--- config.mk ---
export PLATFORM = sky130hd
export DESIGN_NAME = nibble_add_seq
export DESIGN_NICKNAME = d
export VERILOG_FILES = /design/src/rtl/nibble_seq_pkg.sv /design/src/rtl/add4_core.sv /design/src/rtl/nibble_add_seq.sv
export SDC_FILE = /design/constraint.sdc
export NUM_CORES = 1
export LEC_CHECK = 0
export ABC_AREA = 1
export CAP_MARGIN = 20
export CORE_MARGIN = 5
export CORE_UTILIZATION = 41
export DETAILED_ROUTE_END_ITERATION = 12
export PLACE_DENSITY = 0.8
export SLEW_MARGIN = 20
export SYNTH_ARGS = -nofsm -noshare
export SYNTH_HDL_FRONTEND = slang
export SYNTH_HIERARCHICAL = 1
export SYNTH_SLANG_ARGS = --single-unit
--- constraint.sdc ---
create_clock -name clock -period 3 [get_ports clock]
set_clock_uncertainty 0.1 [all_clocks]
set_input_delay 0.45 -clock clock [delete_from_list [all_inputs] [get_ports clock]]
set_output_delay 0.45 -clock clock [all_outputs]
set_load 0.02 [all_outputs]
--- src/rtl/nibble_seq_pkg.sv ---
// Shared definitions for the nibble-serial adder: FSM state encodings and
// the width of the shared adder core.
package nibble_seq_pkg;

    // Width of the single adder core; operands are walked through it in
    // slices of this size, least significant slice first.
    localparam int NIBBLE = 4;

    typedef logic [1:0] state_t;

    localparam state_t ST_IDLE = 2'd0;
    localparam state_t ST_RUN  = 2'd1;
    localparam state_t ST_DONE = 2'd2;

endpackage : nibble_seq_pkg

--- src/rtl/add4_core.sv ---
// Purely combinational 4-bit ripple-carry adder built from 1-bit
// full-adder cells. One instance is time-shared across all nibbles.
module add4_core
    import nibble_seq_pkg::*;
(
    input  logic [NIBBLE-1:0] a4,
    input  logic [NIBBLE-1:0] b4,
    input  logic              ci,
    output logic [NIBBLE-1:0] s4,
    output logic              co
);

    // Ripple chain: c[i] is the carry into cell i, c[NIBBLE] leaves the core.
    logic [NIBBLE:0] c;

    assign c[0] = ci;

    for (genvar i = 0; i < NIBBLE; i++) begin : g_fa
        assign s4[i]  = a4[i] ^ b4[i] ^ c[i];
        assign c[i+1] = (a4[i] & b4[i]) | (c[i] & (a4[i] ^ b4[i]));
    end

    assign co = c[NIBBLE];

endmodule : add4_core

--- src/rtl/nibble_add_seq.sv ---
// Multi-cycle WIDTH-bit adder that sequences one shared 4-bit adder core
// over the operands, one nibble per clock, least significant first.
// Handshake: start (accepted in IDLE or DONE) / busy (RUN) / done (pulse).
// Optional feature: define NIBBLE_SEQ_SUB_EN to add the sub port, which
// turns the operation into a - b (c_out = 1 means no borrow).
module nibble_add_seq
    import nibble_seq_pkg::*;
#(
    parameter int WIDTH = 16
) (
    input  logic             clock,
    input  logic             reset,
    input  logic             start,
    input  logic [WIDTH-1:0] a,
    input  logic [WIDTH-1:0] b,
    input  logic             c_in,
`ifdef NIBBLE_SEQ_SUB_EN
    input  logic             sub,
`endif
    output logic             busy,
    output logic             done,
    output logic [WIDTH-1:0] sum,
    output logic             c_out
);

    localparam int NIB   = WIDTH / NIBBLE;
    localparam int IDX_W = (NIB > 1) ? $clog2(NIB) : 1;
    localparam logic [IDX_W-1:0] IDX_LAST = IDX_W'(NIB - 1);

    state_t state_q;
    state_t state_d;

    logic [WIDTH-1:0]  a_q;
    logic [WIDTH-1:0]  b_q;
    logic [WIDTH-1:0]  sum_q;
    logic [IDX_W-1:0]  idx_q;
    logic              carry_q;
    logic              c_out_q;

    logic              accept;
    logic              last_nib;
    logic [WIDTH-1:0]  b_load;
    logic              carry_load;

    logic [NIBBLE-1:0] a_nib;
    logic [NIBBLE-1:0] b_nib;
    logic [NIBBLE-1:0] s_nib;
    logic              co_nib;

    // A new request is only taken when no operation is in flight.
    assign accept   = start && ((state_q == ST_IDLE) || (state_q == ST_DONE));
    assign last_nib = (idx_q == IDX_LAST);

`ifdef NIBBLE_SEQ_SUB_EN
    // Subtraction as a + ~b + 1: invert B at capture and force the carry in.
    assign b_load     = sub ? ~b : b;
    assign carry_load = sub ? 1'b1 : c_in;
`else
    assign b_load     = b;
    assign carry_load = c_in;
`endif

    // State register.
    // NOTE: sequential state uses non-blocking assignments so every register
    // samples the pre-edge value of every other register.
    always_ff @(posedge clock or posedge reset) begin
        if (reset) begin
            state_q <= ST_IDLE;
        end else begin
            state_q <= state_d;
        end
    end

    // Next-state logic: IDLE/DONE -> RUN on start, RUN -> DONE after the last nibble.
    // NOTE: state_d gets a default before the case so no path leaves it
    // unassigned, which would otherwise infer a latch.
    always_comb begin
        state_d = state_q;
        case (state_q)
            ST_IDLE: if (start)    state_d = ST_RUN;
            ST_RUN:  if (last_nib) state_d = ST_DONE;
            ST_DONE: state_d = start ? ST_RUN : ST_IDLE;
            default: state_d = ST_IDLE;
        endcase
    end

    // Handshake outputs decode directly from the state, so done and busy
    // can never be high together.
    always_comb begin
        busy = (state_q == ST_RUN);
        done = (state_q == ST_DONE);
    end

    // Select the current nibble of each captured operand for the shared core.
    always_comb begin
        a_nib = '0;
        b_nib = '0;
        for (int k = 0; k < NIB; k++) begin
            if (idx_q == IDX_W'(k)) begin
                a_nib = a_q[k*NIBBLE +: NIBBLE];
                b_nib = b_q[k*NIBBLE +: NIBBLE];
            end
        end
    end

    add4_core u_core (
        .a4 (a_nib),
        .b4 (b_nib),
        .ci (carry_q),
        .s4 (s_nib),
        .co (co_nib)
    );

    // Datapath: capture operands on accept, then write one result nibble per
    // RUN cycle and ripple the carry through carry_q.
    // NOTE: the operand registers are reset along with the visible outputs;
    // they are small flops, not a memory array, so the reset costs nothing
    // and keeps the block fully deterministic after an abort.
    always_ff @(posedge clock or posedge reset) begin
        if (reset) begin
            a_q     <= '0;
            b_q     <= '0;
            sum_q   <= '0;
            idx_q   <= '0;
            carry_q <= 1'b0;
            c_out_q <= 1'b0;
        end else if (accept) begin
            a_q     <= a;
            b_q     <= b_load;
            idx_q   <= '0;
            carry_q <= carry_load;
        end else if (state_q == ST_RUN) begin
            for (int k = 0; k < NIB; k++) begin
                if (idx_q == IDX_W'(k)) begin
                    sum_q[k*NIBBLE +: NIBBLE] <= s_nib;
                end
            end
            carry_q <= co_nib;
            if (last_nib) begin
                idx_q   <= '0;
                c_out_q <= co_nib;
            end else begin
                idx_q   <= idx_q + IDX_W'(1);
            end
        end
    end

    assign sum   = sum_q;
    assign c_out = c_out_q;

endmodule : nibble_add_seq

**Word-level counts from Yosys, hierarchy flattened**

Index checks and enable logic that the tools add are counted.

- Multiplexer cells: 17
- Eq/ne operators: 7
- Add/subtract/negate cells: 1
- Reduce and logical (&&, ||, !) cells: 10
- Bitwise gates (word level): 21

Operator list:

| kind | count |
|---|---|
| 4-bit two-way mux | 8 |
| 3-bit AND reduction | 4 |
| 2-bit two-way mux | 5 |
| 1-bit bitwise AND | 8 |
| 1-bit XOR | 8 |
| 2-bit equality test (second input constant) | 3 |
| 2-bit one-hot mux with 3 select lines | 1 |
| 2-bit by 1-bit equality test with 1-bit output (second input constant) | 2 |
| 2-bit logical NOT | 2 |
| 1-bit bitwise OR | 4 |
| 1-bit two-way mux | 3 |
| 2-bit by 1-bit adder with 2-bit output (second input constant) | 1 |
| 2-bit by 1-bit inequality test with 1-bit output (second input constant) | 1 |
| 2-bit inequality test (second input constant) | 1 |
| 2-bit AND reduction | 1 |
| 2-bit nonzero test | 1 |
| 1-bit logical AND | 1 |
| 1-bit logical OR | 1 |
| 1-bit NOT | 1 |

- Bits of input ports: 36
- Bits in registers: 54
- Word-level logic and storage cells: 66

**Depth between registers and ports, before layout**

Gate-level depths: netlist of run 1.

- Depth after elaboration: 16
- Depth in mapped cells: 20
- Depth with buffers taken out: 19

**Cells and area by module**

The synthesis of run 1 kept the hierarchy.

By module, submodules not included:

| module | sequential area each (um^2) | times used | cells an instance | area each (um^2) |
|---|---|---|---|---|
| nibble_add_seq | 1351.3 | 1 | 292 | 2428.6 |
| add4_core | 0.0 | 1 | 14 | 117.6 |

**Worst setup path before layout of run 1**

OpenSTA, ideal clock, no wires.

- Path kind: reg-to-reg
- Start: register idx_q[0]
- End: register sum_q[11], in the netlist sum[11]
- Stages on the path, launching flop included: 18
- Path buffers: 2
- Required time: 2817 ps
- Period minus slack after synthesis: 3034 ps
- Arrival time: 2850 ps
- Setup slack: -34 ps
- Path through: dfrtp_1 -> inv_1 -> ha_1 -> buf_2 -> buf_2 -> a21oi_1 -> nand2_1 -> nand2_1 -> fa_1 -> inv_1 -> fa_1 -> inv_1 -> fa_1 -> inv_1 -> fa_1 -> inv_1 -> inv_1 -> o21ai_0

- Cells in the longest elaborated chain, start to end: 13
- Elaborated cells between the ends (all ways): 27
- Classes of those cells: 3 x eq/ne; 8 x mux; 14 x bitwise; 2 x reduce/logical

RTL lines:

| item | line | text |
|---|---|---|
| start: declaration | nibble_add_seq.sv:36 | `logic [IDX_W-1:0] idx_q;` |
| start signal: assignment | nibble_add_seq.sv:143 | `idx_q <= idx_q + IDX_W'(1);` |
| 2-bit logical NOT | nibble_add_seq.sv:99 | `if (idx_q == IDX_W'(k)) begin` |
| 4-bit two-way mux (3 in a row) | nibble_add_seq.sv:99 |  |
| 4-bit two-way mux (*) | nibble_add_seq.sv:99 |  |
| net a_nib[0] | nibble_add_seq.sv:45 | `logic [NIBBLE-1:0] a_nib;` |
| 1-bit XOR | add4_core.sv:20 | `assign c[i+1] = (a4[i] & b4[i]) \| (c[i] & (a4[i] ^ b4[i]));` |
| 1-bit bitwise AND | add4_core.sv:20 |  |
| 1-bit bitwise OR (*) | add4_core.sv:20 |  |
| 1-bit bitwise AND (*) | add4_core.sv:20 |  |
| 1-bit bitwise OR (*) | add4_core.sv:20 |  |
| 1-bit bitwise AND (*) | add4_core.sv:20 |  |
| 1-bit bitwise OR (*) | add4_core.sv:20 |  |
| 1-bit XOR (*) | add4_core.sv:19 | `assign s4[i] = a4[i] ^ b4[i] ^ c[i];` |
| net s_nib[3] | nibble_add_seq.sv:47 | `logic [NIBBLE-1:0] s_nib;` |
| end signal: indexed assignment | nibble_add_seq.sv:135 | `sum_q[k*NIBBLE +: NIBBLE] <= s_nib;` |
| end: declaration | nibble_add_seq.sv:35 | `logic [WIDTH-1:0] sum_q;` |

Mark *: on every way through the listed nets, which the timed path passes. The rest lies on a longest branch.
A chain may end at the register's enable or synchronous reset.

**Worst setup path after layout of run 1**

- Start: register idx_q[1]
- End: register sum_q[15], in the netlist sum[15]

The elaborated chain is that of the path after synthesis.

==> results of run 1 <==
## report_power, final
group / leakage (nW) / switching (mW) / internal [mW]
clock: 0.0579 / 0.227 / 0.246
sequential: 0.660 / 0.208 / 1.07
combinational: 0.984 / 1.32 / 0.856
total: 1.70 / 1.75 / 2.18
## critical path: stages (launching register included)
cell	delay (ns)
dfrtp_1	0.42
buf_4	0.15
ha_4	0.18
a21oi_2	0.10
nand2_1	0.06
nand2_1	0.08
nand2_2	0.06
fa_2	0.38
inv_2	0.06
fa_1	0.14
inv_1	0.06
fa_2	0.36
inv_2	0.06
fa_1	0.39
inv_1	0.07
inv_2	0.05
o21ai_2	0.12
## what timing repair did
action                                  in CTS  in global routing
buffers inserted                             2                  1
hold endpoints to repair                     0                  0
resized for setup                            8                 16
pin swaps                                    2                  2
endpoints found under the setup margin       4                  6
## cell type report
cell class                      instances  area [sq um]
Inverter                               30         112.6
Clock inverter                          3         40.04
Tap cell                               75         93.84
Multi-Input combinational cell        206          1069
Timing Repair Buffer                   71         680.7
Sequential cell                        54          1353
Fill cell                             556          2574
Clock buffer                            5         68.82
## flip-flops by register name, summed over array words and instances, names as in the netlist
register	count
state_q	2
sum	16
c_out	1
a_q	16
carry_q	1
b_q	16
idx_q	2
## logic make-up after synthesis
logic type	Yosys count	synth area share, %
AOI/OAI and AO/OA	44	9.386
adders and majority gates	8	5.111
buffers and inverters	46	7.518
DFF	54	53.07
and+or+nand+nor	154	24.91
## metrics by stage
stage          TNS [ns]  utilization (%)  std cells
5_1_grt         -0.2271            57.04        444
3_3_place_gp          0            53.74        433
4_1_cts        -0.01895            56.31        443
2_1_floorplan         0                -        306
6_report              0            57.04        444
3_5_place_dp    -0.2454            53.74        433
## layer usage
layer	track usage (%)	vias to the layer above
met5	0	-
met4	4.808	0
met3	3.259	6
met2	25.78	49
met1	21.62	974
li1	-	1084
## cells in the final DEF (no fill, tap or decap), types with 2 or more instances in the layout
master	n
clkbuf_8	5
nor2_1	10
nand2_1	105
inv_2	7
o21ai_1	2
a21oi_2	3
nand3_1	34
clkdlybuf4s50_1	54
nand2_2	3
buf_4	16
fa_2	2
fa_1	2
o21ai_0	12
clkinv_2	2
inv_1	23
a21oi_1	21
dfrtp_1	53
o21ai_2	6
ha_4	3
## worst paths after layout
path,depth (start not counted),start,end,slack [ns]
max,16,idx_q[1],sum[15],0.1
min,2,a_q[5],a_q[5],0.39
max reg2reg,16,idx_q[1],sum[15],0.1
min reg2reg,2,a_q[5],a_q[5],0.39
max in group asynchronous,3,reset,idx_q[0],2.13
min in group asynchronous,3,reset,sum[14],0.41
==> metrics.txt, run 1 <==
Tcrit/Tclk final a little over nine tenths; max frequency 344.3 MHz; CORE AREA 5991 sq um; leading area contributor after synthesis dfrtp_1; largest net degree at the start of global routing 55; die footprint 7886 sq um; hold_buf cts 0; MaxCap Viol Count 0; first-pass GRT wire length 9715 microns; Initial Utilization approximately 43%; most instantiated library cell after synthesis nand2_1; top layer in use met4; post-DP HPWL 4392 microns; Worst EP arrival 3.03 ns; WL final 5762 microns; Root Buffer clkbuf_8; Slew Viols, Final 0; share of the synthesized area in the top cell type 53.07%; outcome finished, final reports clean; syn_nets 350; clock latency on the worst-skew pair 0.30 ns; ys flop type dfrtp_1; Yosys reg bits 54; peak supply drop roughly 600 uV; Synth Area per Inst 8.321 sq um; met3 routed WL 298 microns; Final Power 3.931 mW; post-route ant nets 0; Final setup viols 0; DP Area roughly 3200 sq um; layout cells sized above 1 14.09%; # diodes 0; total CTS buffers 5; Port Buf Inserts 54; Syn. warnings 6; Crit. End Element flip-flop; Die W 88.81 microns; nets between 400 and 500; Critical Setup Path Class flip-flop to flip-flop; startpoint types flip-flop; Clock Pin Slew Worst Setup and Hold Paths 0.10 ns; CTS H-Tree Depth 2; Netlist cell types 17; chip height roughly 89 microns; met1 wire length 2664 microns; EDFF count, synth 0; relative slew slack 60.26%; DR vias/cell 4.759; CTS tree done; top cells by count, synth 107 x nand2_1, 54 x dfrtp_1, 34 x nand3_1; initial antenna violation count 0; Worst Path Max Fanout 7; maximum clock insertion buffer count 2; register area share after synthesis a little over half; power density cells 1150 nW/um^2; Final Hold Viols 0; row cnt 28; Tot GR Track Use 15.94%; hold crit path type flip-flop to flip-flop; WL/cell about 13 microns; synthesized area 2546 sq um; via count 2,113; setup ws final between 0.09 and 0.1 ns; top cells by area, synth dfrtp_1 53%, nand2_1 16%, nand3_1 6.7%; total grt overflow 0; Worst Max-Slew Pin Slew 0.5941 ns; Syn Inst Count 306; Final GP Congestion 0.8594; Layout Area Growth over Synthesis 34.20%; RSZ-0062 raised after global routing yes; met2 WL roughly 2700 microns; clock sinks 54; Pre-Repair DR Iteration Count 4; DRT iter0 DRCs 90; # DRC 0; Tmin final 2.904 ns; Place WS -0.1135 ns; post-route cell area 3417 sq um; Hold Slack roughly 0.4 ns; ys async rst share 100.0%; num ports 55; vias in the first global route 2,075; P_leak around 1.7 nW; worst path required time 3.12 ns
Power figures use the tool's default switching activity.
==> inputs of run 2 (changes only) <==
SETUP_SLACK_MARGIN = 0.02   (was not set)
==> run 2 against run 1 <==
Total power is 0.93% higher. Cell count fell by 0.23%. Fmax shrank 0.54%. Hold slack got worse by 0.0048 ns. Sequential share of layout area increased by 0.12 points. Routed wire length up 3.0%. Non-clock buffer count fell by 1. Critical endpoint unchanged. Largest cell class unchanged. Largest power group unchanged.
==> metrics.txt, run 2 (synthesized netlist as in run 1, its figures left out) <==
outcome finished, final reports clean; CTS H-Tree Depth 2 (unchanged); hold_buf cts 0 (unchanged); Initial Utilization 42.50% (unchanged); Slew Viols, Final 0 (unchanged); CORE AREA 5991 sq um (unchanged); Final GP Congestion 0.8585 (-0.10%); nets 411 (-0.24%); via count 2,145 (+1.5%); CP cell instances buf_6 > ha_4 > a21oi_2 > nand2_1 > nand2_1 > nand2_2 > fa_2 > inv_2 > fa_2 > inv_2 > fa_2 > inv_2 > fa_1 > inv_1 > inv_2 > o21ai_2; Worst Path Max Fanout 5 (-2); Tmin final 2.920 ns (+0.01586 ns); Layout Area Growth over Synthesis 33.81%; largest net degree at the start of global routing 55 (unchanged); Clock Pin Slew Worst Setup and Hold Paths 0.10 ns (about the same); peak supply drop 509.4 uV (-14%); total grt overflow 0 (unchanged); CTS tree done; hold crit path type flip-flop to flip-flop; Hold Slack 0.3842 ns (-0.004770 ns); Largest stage delay, worst path 0.42 ns (about the same); DRT iter0 DRCs 157 (+74%); first-pass GRT wire length 9680 microns (-0.36%); layout cells sized above 1 14.95% (+0.85 points); startpoint types flip-flop; initial antenna violation count 0 (unchanged); Crit. End Element flip-flop; # DRC 0 (unchanged); Worst Max-Slew Pin Slew 0.7658 ns (+0.1718 ns); worst path required time 3.14 ns (+0.02 ns); post-DP HPWL 4251 microns (-3.2%); P_leak 1.688 nW (-0.84%); Tot GR Track Use 15.98% (+0.038 points); Root Buffer clkbuf_8; post-route cell area 3407 sq um (-0.29%); Die W 88.81 microns (unchanged); Final setup viols 0 (unchanged); total CTS buffers 5 (unchanged); Final Hold Viols 0 (unchanged); post-route ant nets 0 (unchanged); WL final 5937 microns (+3.0%); # diodes 0 (unchanged); chip height 88.81 microns (unchanged); Worst EP arrival 3.06 ns (+0.03 ns); DR vias/cell 4.842 (+1.7%); WL/cell 13.40 microns (+3.3%); Slowest-stage cell, CP dfrtp_1; Port Buf Inserts 54 (unchanged); clock latency on the worst-skew pair 0.31 ns (about the same); power density cells 1164 nW/um^2 (+1.2%); vias in the first global route 2,037 (-1.8%); commonest non-fill, non-tap cell in the layout nand2_1; max frequency 342.5 MHz (-0.54%); RSZ-0062 raised after global routing yes; row cnt 28 (unchanged); clock sinks 54 (unchanged); MaxCap Viol Count 0 (unchanged); dpl cells 432 (-0.23%); relative slew slack 48.76% (-11 points); Final Non-Filler Cells 443 (-0.23%); DP Area 3212 sq um (-0.23%); Finished Core Util 56.87% (-0.17 points); maximum clock insertion buffer count 2 (unchanged); Pre-Repair DR Iteration Count 4 (unchanged); Critical Setup Path Class flip-flop to flip-flop; CP most frequent cell inv_2; num ports 55 (unchanged); most frequent cells in the layout 105 x nand2_1, 54 x clkdlybuf4s50_1, 53 x dfrtp_1; die footprint 7886 sq um (unchanged); Tcrit/Tclk final 97.34% (+0.53 points)
==> run 2: what timing repair did <==
action | CTS | global route
hold endpoints to repair | 0 | 0
resized for setup | 13 | 16
setup buffers | 2 | 1
setup endpoints to repair | 5 | 5
pin swaps | 3 | 3
==> run 2: metal layers <==
| metal | routed length, microns | global-route usage, % | share of wire [%] |
|---|---|---|---|
| met2 | 2859 | 26.38 | 48 |
| met1 | 2613 | 21.28 | 44 |
| met5 | 0 | 0 | 0 |
| met3 | 380 | 3.445 | 6.4 |
| met4 | 83 | 4.396 | 1.4 |
==> run 2: power by group <==
group / internal (mW) / switching (mW) / total [mW]
clock network: 0.190 / 0.246 / 0.437
registers: 1.07 / 0.203 / 1.28
logic: 0.879 / 1.37 / 2.25
total: 2.14 / 1.82 / 3.97
==> run 2: worst paths after layout <==
path	start	to	slack, ns	depth (start not counted)
max in group asynchronous	reset	idx_q[1]	2.16	3
setup reg to reg	idx_q[0]	sum[15]	0.08	16
setup / recovery	idx_q[0]	sum[15]	0.08	16
hold / removal	a_q[15]	a_q[15]	0.38	2
hold reg to reg	a_q[15]	a_q[15]	0.38	2
min in group asynchronous	reset	state_q[1]	0.40	3
==> run 2: layout make-up <==
type / instances / area [sq um]
clock inverters: 2 / 16.27
multi-input cells: 206 / 1066
flip-flops and latches: 54 / 1353
clock buffers: 6 / 82.58
inverters: 30 / 115.1
repair buffers: 70 / 680.7
well taps: 75 / 93.84
fillers: 545 / 2584
==> run 2: critical path: cells and delay by family, from the launching register on <==
family                     cells  cell delay [ns]
buffers and inverters          6             0.42
adders and majority gates      5             1.44
AOI/OAI and AO/OA              2             0.28
and+or+nand+nor                3             0.19
DFF                            1             0.42
==> run 2: metrics by stage <==
stage / total power [mW] / TNS (ns) / worst slack, ns
6_report: 3.967 / 0 / 0.07990
5_1_grt: 4.350 / -0.2707 / -0.08799
4_1_cts: 3.883 / 0 / 0.02106
3_5_place_dp: 3.355 / -0.6214 / -0.1773
3_3_place_gp: 3.261 / 0 / 0.01041
2_1_floorplan: 2.612 / 0 / 0.02572
==> inputs of run 3 (changes only) <==
CAP_MARGIN = not set   (was 20)
CORE_UTILIZATION = 45   (was 41)
PLACE_DENSITY = 0.86   (was 0.8)
TNS_END_PERCENT = 30   (was not set)
==> run 3 against run 2 <==
Total power shrank 2.9%. Critical path depth unchanged. First-iteration DRC count decreased by 31%. Largest power group unchanged. Largest cell class unchanged. Critical endpoint is now sum[11]. Via count rose by 0.19%.
==> metrics.txt, run 3 (synthesized netlist as in run 1, its figures left out) <==
Worst EP arrival 3.09 ns (+0.03 ns); peak supply drop 564.4 uV (+11%); met2 WL 2799 microns (-2.1%); num ports 55 (unchanged); worst reg2reg setup slack 0.05 ns (-0.03 ns); outcome finished, final reports clean; Critical Setup Path Class flip-flop to flip-flop; Final GP Congestion 0.8748 (+1.9%); Place WS -0.1575 ns (+0.01989 ns); Final Hold Viols 0 (unchanged); row cnt 27 (-3.6%); # DRC 0 (unchanged); Crit. End Element flip-flop; via count 2,149 (+0.19%); DP Area 3193 sq um (-0.58%); DR vias/cell 4.918 (+1.6%); Slew Viols, Final 0 (unchanged); Critical Path Start idx_q[0]; Setup crit end sum[11]; Tmin final 2.945 ns (+0.02510 ns); Final Non-Filler Cells 437 (-1.4%); CTS H-Tree Depth 2 (unchanged); clock sinks 54 (unchanged); post-DP HPWL 4275 microns (+0.56%); clock latency on the worst-skew pair 0.31 ns (about the same); commonest non-fill, non-tap cell in the layout nand2_1; MaxCap Viol Count 0 (unchanged); setup ws final 0.05481 ns (-0.02510 ns); largest net degree at the start of global routing 55 (unchanged); most frequent cells in the layout 106 x nand2_1, 54 x dfrtp_1, 54 x clkdlybuf4s50_1; Tot GR Track Use 16.56% (+0.58 points); Port Buf Inserts 54 (unchanged); Pre-Repair DR Iteration Count 4 (unchanged); total grt overflow 0 (unchanged); Filler Cell Count 473 (-13%); startpoint types flip-flop; CORE AREA 5507 sq um (-8.1%); Final Power 3.852 mW (-2.9%); Initial Utilization 46.24% (+3.7 points); Worst Max-Slew Pin Slew 0.7335 ns (-0.03231 ns); layout cells sized above 1 12.88% (-2.1 points); DRT iter0 DRCs 109 (-31%); power density cells 1150 nW/um^2 (-1.2%); R2R depth 16 (unchanged); total CTS buffers 5 (unchanged); CTS tree done; RR Startpoint idx_q[0]; Worst Path Max Fanout 6 (+1); RSZ-0062 raised after global routing yes; WL final 5729 microns (-3.5%); Layout Area Growth over Synthesis 31.55%; Clock Pin Slew Worst Setup and Hold Paths 0.10 ns (about the same); hold_buf cts 0 (unchanged); Final setup viols 0 (unchanged); Root Buffer clkbuf_8; worst reg2reg endpoint sum[11]; nets 408 (-0.73%); met3 routed WL 362 microns (-4.7%); P_leak 1.670 nW (-1.0%); dpl cells 427 (-1.2%); setup TNS 0 ns (unchanged); vias in the first global route 2,130 (+4.6%); worst hold start a_q[15]; met1 wire length 2464 microns (-5.7%); first-pass GRT wire length 9646 microns (-0.35%); max frequency 339.5 MHz (-0.85%); # diodes 0 (unchanged); WL/cell 13.11 microns (-2.2%); post-route ant nets 0 (unchanged); worst path required time 3.15 ns (about the same); post-route cell area 3349 sq um (-1.7%); Die W 85.22 microns (-4.0%); top layer in use met4; initial antenna violation count 0 (unchanged); maximum clock insertion buffer count 2 (unchanged); chip height 85.22 microns (-4.0%); Tcrit/Tclk final 98.17% (+0.84 points); die footprint 7262 sq um (-7.9%); relative slew slack 50.93% (+2.2 points); hold crit path type flip-flop to flip-flop
run 3: cell types whose count changed in the layout (fill, tap and decap cells not counted):
cell      previous run  this run
buf_4               13        11
a21oi_1             22        23
a21oi_2              2         1
buf_6                2         1
clkbuf_8             6         5
clkinv_4             0         1
dfrtp_1             53        54
dfrtp_2              1         0
ha_1                 0         1
ha_4                 2         1
inv_1               21        22
inv_4                1         0
nand2_1            105       106
nand2_2              3         2
run 3: what timing repair did:
action / in CTS / in global routing
setup buffers: 1 / 1
pin swaps: 1 / 10
gates resized for setup: 9 / 12
endpoints found under the setup margin: 5 / 5
run 3: metrics by stage:
step,util [%],hold WS [ns]
global placement,57.99,0.3556
floorplan,-,0.3417
CTS,60.10,0.3827
finish,60.83,0.3808
global route,60.83,0.3967
detailed placement,57.99,0.3589
run 3: worst min path at each step:
| stage | endpoint | slack [ns] | depth (start not counted) |
|---|---|---|---|
| after floorplan | a_q[12] | 0.34 | 2 |
| after CTS | a_q[15] | 0.38 | 2 |
| final | a_q[15] | 0.38 | 2 |
| after global routing | a_q[15] | 0.40 | 2 |
| after detailed placement | a_q[15] | 0.36 | 2 |
| after global placement | a_q[15] | 0.36 | 2 |
run 3: final cells by class:
type | count | area [sq um] | area share, %
sequential | 54 | 1351 | 40.34
multi-input combinational | 206 | 1047 | 31.27
clock inverter | 3 | 25.02 | 0.7471
timing repair buffer | 67 | 654.4 | 19.54
clock buffer | 5 | 68.82 | 2.055
inverter | 30 | 112.6 | 3.362
tap | 72 | 90.09 | 2.690
run 3: worst max-delay path, cell delays in order (launching register included):
cell and delay, ns:
dfrtp_1 0.40, buf_6 0.13, ha_4 0.17, a21oi_2 0.13, nand2_1 0.07, nand2_1 0.07, nand2_2 0.06, fa_2 0.39
inv_2 0.07, fa_2 0.19, inv_2 0.04, fa_2 0.35, inv_2 0.06, fa_1 0.41, inv_1 0.08, inv_2 0.06
o21ai_1 0.11
run 3: routing by layer:
metal	GRT usage (%)	vias up
li1	-	1079
met1	20.72	989
met2	27.90	75
met3	3.981	6
met4	5.899	0
met5	0	-
run 3: report_power, final:
group | internal (mW) | total, mW | leakage [nW] | switching, mW
Clock | 0.169 | 0.415 | 0.0447 | 0.247
Sequential | 1.07 | 1.26 | 0.661 | 0.189
Combinational | 0.841 | 2.18 | 0.964 | 1.33
